<file path="src/rtl/lsu_pkg.sv">
// Shared definitions for the load/store unit: funct3 encodings, FSM states
// and the access fault decode.
package lsu_pkg;

    localparam logic [2:0] F3_B  = 3'b000;
    localparam logic [2:0] F3_H  = 3'b001;
    localparam logic [2:0] F3_W  = 3'b010;
    localparam logic [2:0] F3_BU = 3'b100;
    localparam logic [2:0] F3_HU = 3'b101;

    typedef enum logic [2:0] {
        IDLE     = 3'd0,
        LOAD     = 3'd1,
        RMW_READ = 3'd2,
        WRITE    = 3'd3,
        RESP     = 3'd4
    } lsu_state_e;

    // An access faults on an illegal funct3, a misaligned halfword/word,
    // or a word index beyond the end of data memory.
    function automatic logic lsu_fault(
        input logic              we,
        input logic [2:0]        funct3,
        input logic [31:0]       addr,
        input int unsigned       mem_words
    );
        logic bad_funct3;
        logic misaligned;
        logic out_of_range;
        if (we) begin
            bad_funct3 = !((funct3 == F3_B) || (funct3 == F3_H) || (funct3 == F3_W));
        end else begin
            bad_funct3 = !((funct3 == F3_B) || (funct3 == F3_H) || (funct3 == F3_W) ||
                           (funct3 == F3_BU) || (funct3 == F3_HU));
        end
        misaligned   = (((funct3 == F3_H) || (funct3 == F3_HU)) && addr[0]) ||
                       ((funct3 == F3_W) && (addr[1:0] != 2'b00));
        out_of_range = ({2'b00, addr[31:2]} >= mem_words);
        return bad_funct3 || misaligned || out_of_range;
    endfunction

endpackage

</file>
<file path="src/rtl/lsu_align.sv">
// Combinational lane logic: extracts and extends load data from a memory
// word, and merges sub-word store data into a word read from memory.
module lsu_align
    import lsu_pkg::*;
(
    input  logic [2:0]  funct3,
    input  logic [1:0]  byte_off,
    input  logic [31:0] rd,
    input  logic [31:0] wdata,
    output logic [31:0] load_data,
    output logic [31:0] merged
);

    logic [7:0]  byte_sel;
    logic [15:0] half_sel;

    // Pick the addressed byte and halfword lanes out of the read word.
    always_comb begin
        byte_sel = rd[7:0];
        case (byte_off)
            2'd0:    byte_sel = rd[7:0];
            2'd1:    byte_sel = rd[15:8];
            2'd2:    byte_sel = rd[23:16];
            default: byte_sel = rd[31:24];
        endcase
        half_sel = byte_off[1] ? rd[31:16] : rd[15:0];
    end

    // Sign- or zero-extend the selected lane according to funct3.
    always_comb begin
        load_data = rd;
        case (funct3)
            F3_B:    load_data = {{24{byte_sel[7]}}, byte_sel};
            F3_BU:   load_data = {24'h0, byte_sel};
            F3_H:    load_data = {{16{half_sel[15]}}, half_sel};
            F3_HU:   load_data = {16'h0, half_sel};
            default: load_data = rd;
        endcase
    end

    // Overwrite only the addressed byte lanes of the read word with store data.
    always_comb begin
        merged = wdata;
        case (funct3)
            F3_B: begin
                case (byte_off)
                    2'd0:    merged = {rd[31:8], wdata[7:0]};
                    2'd1:    merged = {rd[31:16], wdata[7:0], rd[7:0]};
                    2'd2:    merged = {rd[31:24], wdata[7:0], rd[15:0]};
                    default: merged = {wdata[7:0], rd[23:0]};
                endcase
            end
            F3_H:    merged = byte_off[1] ? {wdata[15:0], rd[15:0]} : {rd[31:16], wdata[15:0]};
            default: merged = wdata;
        endcase
    end

endmodule

</file>
<file path="src/rtl/load_store_unit.sv">
// Load/store unit between the MEM stage and a word-addressed data memory.
// Handshake: a request is taken at a rising edge where req_valid and
// req_ready are both high; req_ready is high only in IDLE, and resp_valid
// pulses for one cycle when the access completes (resp_fault qualifies it).
module load_store_unit
    import lsu_pkg::*;
#(
    parameter int unsigned MEM_WORDS = 32
) (
    input  logic        clk,
    input  logic        rst,
    input  logic        req_valid,
    output logic        req_ready,
    input  logic        req_we,
    input  logic [2:0]  req_funct3,
    input  logic [31:0] req_addr,
    input  logic [31:0] req_wdata,
    output logic        resp_valid,
    output logic [31:0] resp_rdata,
    output logic        resp_fault,
    output logic        mem_we,
    output logic [31:0] mem_a,
    output logic [31:0] mem_wd,
    input  logic [31:0] mem_rd
);

    lsu_state_e  state;
    logic [2:0]  funct3_q;
    logic [31:0] addr_q;
    logic [31:0] wdata_q;
    logic [31:0] load_data;
    logic [31:0] merged;
    logic        req_fault;

    assign req_fault = lsu_fault(req_we, req_funct3, req_addr, MEM_WORDS);

    lsu_align u_align (
        .funct3    (funct3_q),
        .byte_off  (addr_q[1:0]),
        .rd        (mem_rd),
        .wdata     (wdata_q),
        .load_data (load_data),
        .merged    (merged)
    );

    // Access sequencer; every output is registered so mem_we can only be
    // high in WRITE and reset drops it immediately.
    always_ff @(posedge clk or negedge rst) begin
        if (!rst) begin
            state      <= IDLE;
            funct3_q   <= 3'd0;
            addr_q     <= 32'd0;
            wdata_q    <= 32'd0;
            req_ready  <= 1'b1;
            resp_valid <= 1'b0;
            resp_rdata <= 32'd0;
            resp_fault <= 1'b0;
            mem_we     <= 1'b0;
            mem_a      <= 32'd0;
            mem_wd     <= 32'd0;
        end else begin
            case (state)
                IDLE: begin
                    if (req_valid && req_ready) begin
                        funct3_q  <= req_funct3;
                        addr_q    <= req_addr;
                        wdata_q   <= req_wdata;
                        req_ready <= 1'b0;
                        if (req_fault) begin
                            state      <= RESP;
                            resp_valid <= 1'b1;
                            resp_fault <= 1'b1;
                            resp_rdata <= 32'd0;
                        end else if (!req_we) begin
                            state <= LOAD;
                            mem_a <= {2'b00, req_addr[31:2]};
                        end else if (req_funct3 == F3_W) begin
                            state  <= WRITE;
                            mem_a  <= {2'b00, req_addr[31:2]};
                            mem_we <= 1'b1;
                            mem_wd <= req_wdata;
                        end else begin
                            state <= RMW_READ;
                            mem_a <= {2'b00, req_addr[31:2]};
                        end
                    end
                end
                LOAD: begin
                    state      <= RESP;
                    mem_a      <= 32'd0;
                    resp_valid <= 1'b1;
                    resp_fault <= 1'b0;
                    resp_rdata <= load_data;
                end
                RMW_READ: begin
                    state  <= WRITE;
                    mem_we <= 1'b1;
                    mem_wd <= merged;
                end
                WRITE: begin
                    state      <= RESP;
                    mem_we     <= 1'b0;
                    mem_wd     <= 32'd0;
                    mem_a      <= 32'd0;
                    resp_valid <= 1'b1;
                    resp_fault <= 1'b0;
                    resp_rdata <= 32'd0;
                end
                RESP: begin
                    state      <= IDLE;
                    resp_valid <= 1'b0;
                    req_ready  <= 1'b1;
                end
                default: begin
                    state      <= IDLE;
                    resp_valid <= 1'b0;
                    req_ready  <= 1'b1;
                    mem_we     <= 1'b0;
                    mem_a      <= 32'd0;
                end
            endcase
        end
    end

endmodule

</file>
<file path="config.mk">
export PLATFORM = sky130hd
export DESIGN_NAME = load_store_unit
export DESIGN_NICKNAME = d
export VERILOG_FILES = /design/src/rtl/lsu_pkg.sv /design/src/rtl/lsu_align.sv /design/src/rtl/load_store_unit.sv
export SDC_FILE = /design/constraint.sdc
export NUM_CORES = 1
export LEC_CHECK = 0
export BUFFER_PORTS_ARGS = -buffer_cell sky130_fd_sc_hd__clkbuf_2
export CORE_UTILIZATION = 55
export CTS_CLUSTER_DIAMETER = 60
export DETAILED_ROUTE_END_ITERATION = 12
export PLACE_DENSITY = 0.85
export REMOVE_ABC_BUFFERS = 1
export SLEW_MARGIN = 25
export SYNTH_ARGS = -nofsm -noshare
export SYNTH_HDL_FRONTEND = slang
export SYNTH_SLANG_ARGS = --single-unit
</file>
<file path="constraint.sdc">
create_clock -name clk -period 3.6 [get_ports clk]
set_clock_uncertainty 0.05 [all_clocks]
set_input_delay 0.36 -clock clk [delete_from_list [all_inputs] [get_ports clk]]
set_output_delay 0.36 -clock clk [all_outputs]
set_load 0.03 [all_outputs]
</file>
==> run metrics <==
status=complete, but fails checks; failing checks=negative hold slack; peak per-stage delay on the critical path=0.93 ns; 1st-iter DRT viols=486; Die W=114 µm; WL/cell=17.7 µm; pwr/cell area=634 mW/mm²; register clock-pin slew on the reported worst setup and hold paths=0.06 ns; CP max stage cell=dfrtp_1; insertion delay to the later sink of the worst-skew pair=0.42 ns; Mapped Cells=727; max-cap violations=0; number of remaining DRC errors=0; die height=114 µm; clock tree buffer depth=2; row count=40; register area share after synthesis=0.504; Crit Path Class=register to register; largest net degree at the start of global routing=114; final setup vio count=0; CP Max Fanout=35; flops & latches, synth=138; hold_buf cts=0; H-tree depth=4; Area Growth Syn to Fin=25.0%; Slew @ Worst Pin=0.929 ns; nets=1010; total die area=0.0129 mm²; total gr overflow=0; peak supply drop=0.391 mV; Synth Cell Area=0.00685 mm²; # IOs=203; Vias per Instance=5.77; FF-to-FF Start=addr_q[0]$_DFFE_PN0P_; clk root buf=clkbuf_16; total wire length=19200 µm; Fmax=354 MHz; Hold Path Class=primary input to async pin; hpwl dp=13400 µm; gpl congestion=0.889; ys async rst share=1.00; Diodes inserted=0; I/O Buffers=200; final period utilization=0.784; CP Capture Type=register; r2r endpoint=resp_rdata[17]$_DFFE_PN0P_; Global Route Usage Sum=0.311; setup bufs post-CTS=0; Final Max Slew Viols=0; number of synthesized flops with an enable pin=0; Hold Vio Cnt, Final=3; CTS tree=yes; critical path data required time=3.81 ns; crit path time final=2.82 ns; Hold Slack=-0.00864 ns; Top delay family on crit path=compound AO/OA/AOI/OAI gates; first-pass GRT wire length=30500 µm; Synth cell types=48; vias in the first global route=6130; TritonCTS buffer count=17; unrepaired setup endpoints after global routing=false; Worst setup SP type=register; Avg Inst Size Synth=9.43 µm²; Critical Path, Cell by Cell=nor2b_1 > a2111oi_0 > a2111oi_0 > o21bai_1 > o21ai_0; fraction of layout cells with a size suffix above 1=0.308; Leakage=0.00443 µW; core area=0.0121 mm²; cell mode on critical path=a2111oi_0; CP arrival=3.03 ns; Post-CTS Resized=0; top_reg_cell synth=dfrtp_1; Worst Reg-to-Reg Cells=5; initial antenna violation count=0; Yosys warning count=0; post-route ant nets=0; max-slew headroom at the worst pin=0.380; drt pass-1 iters=5; Reg2Reg Setup Slack=0.78 ns; Sink Count=138; Initial Utilization=0.568; Total Neg Setup Slack=0 ns; WP buf/inv=0; Vias=6272
[kinds of logic (layout without fill, tap and decap cells)]
kind of cell,after synthesis,count (layout),synth area share
compound gates,172,172,0.167
mux,49,49,0.0792
simple gates,307,307,0.210
flops,138,138,0.504
other cells,1,2,0.000547
buf+inv,60,251,0.0393
[metal layers]
layer | vias up | track usage | routed length (µm)
li1 | 2898 | - | -
met1 | 2970 | 0.409 | 7720
met2 | 331 | 0.467 | 8800
met3 | 73 | 0.0855 | 1900
met4 | 0 | 0.178 | 791
met5 | - | 0 | 0
[through the flow]
step           std cells  utilization  power [µW]  instance area, µm²  setup WS, ns
2_1_floorplan        673            -        3040                6610         0.143
3_3_place_gp        1056        0.660        3580                7960         0.969
5_1_grt             1087        0.710        5710                8560         0.452
4_1_cts             1087        0.710        5410                8560         0.778
3_5_place_dp        1056        0.660        3630                7960         0.816
6_report            1087        0.710        5430                8560         0.777
[worst max-delay path by stage]
stage                                       to  depth (start not counted)                  start  slack, ns
global route        resp_rdata[25]$_DFFE_PN0P_                          5  addr_q[0]$_DFFE_PN0P_       0.45
CTS                 resp_rdata[17]$_DFFE_PN0P_                          5  addr_q[0]$_DFFE_PN0P_       0.78
detailed placement  resp_rdata[17]$_DFFE_PN0P_                          5  addr_q[0]$_DFFE_PN0P_       0.82
finish              resp_rdata[17]$_DFFE_PN0P_                          5  addr_q[0]$_DFFE_PN0P_       0.78
floorplan                 mem_a[0]$_DFFE_PN0P_                          3  req_ready$_DFFE_PN1P_       0.14
global placement         mem_wd[9]$_DFFE_PN0P_                          8          req_funct3[0]       0.97
[placed cells by master, fill, tap and decap left out, types with 9 or more instances in the layout]
| cell | Yosys | routed |
|---|---|---|
| nor2_1 | 12 | 12 |
| clkbuf_2 | 0 | 199 |
| and2_1 | 26 | 26 |
| a32o_1 | 12 | 12 |
| mux2_2 | 26 | 26 |
| nand2_1 | 177 | 177 |
| a21oi_1 | 30 | 30 |
| o22ai_1 | 16 | 16 |
| o21ai_0 | 62 | 62 |
| and3_1 | 16 | 16 |
| clkbuf_16 | 0 | 17 |
| buf_4 | 2 | 15 |
| a2111oi_0 | 10 | 10 |
| o221ai_1 | 9 | 9 |
| nand3_1 | 10 | 10 |
| nand2b_1 | 17 | 17 |
| mux2i_1 | 16 | 16 |
| dfrtp_1 | 137 | 136 |
| nor2b_1 | 28 | 28 |
[sequential cells by signal, indices dropped and copies added (netlist names)]
register and count:
resp_fault 1, resp_valid 1, addr_q 2, resp_rdata 32, mem_we 1, mem_wd 32, state 3, wdata_q 32
funct3_q 3, mem_a 30, req_ready 1
[synth_stat cells, drive strengths merged, types with 12 or more instances]
| library cell | n | area share |
|---|---|---|
| dfrtp | 137 | 0.50 |
| nor2 | 12 | 0.0066 |
| nand2 | 177 | 0.097 |
| o21ai | 63 | 0.047 |
| buf | 13 | 0.014 |
| and3 | 16 | 0.015 |
| nor2b | 28 | 0.026 |
| mux2 | 32 | 0.053 |
| clkbuf | 42 | 0.023 |
| and2 | 27 | 0.025 |
| a32o | 12 | 0.018 |
| nand2b | 17 | 0.016 |
| o22ai | 16 | 0.015 |
| mux2i | 16 | 0.023 |
| a21oi | 30 | 0.022 |
[power breakdown]
| part | internal [µW] | switching [µW] |
|---|---|---|
| Clock | 1090 | 676 |
| Sequential | 1770 | 298 |
| Combinational | 602 | 991 |
[final cells by class]
| type | count | area, µm² |
|---|---|---|
| fill | 915 | 3500 |
| sequential | 138 | 3460 |
| multi-input combinational | 530 | 3160 |
| timing repair buffer | 215 | 1120 |
| clock buffer | 17 | 425 |
| tap | 168 | 210 |
| clock inverter | 14 | 175 |
| inverter | 5 | 18.8 |
(Power assumes the default switching activity.)
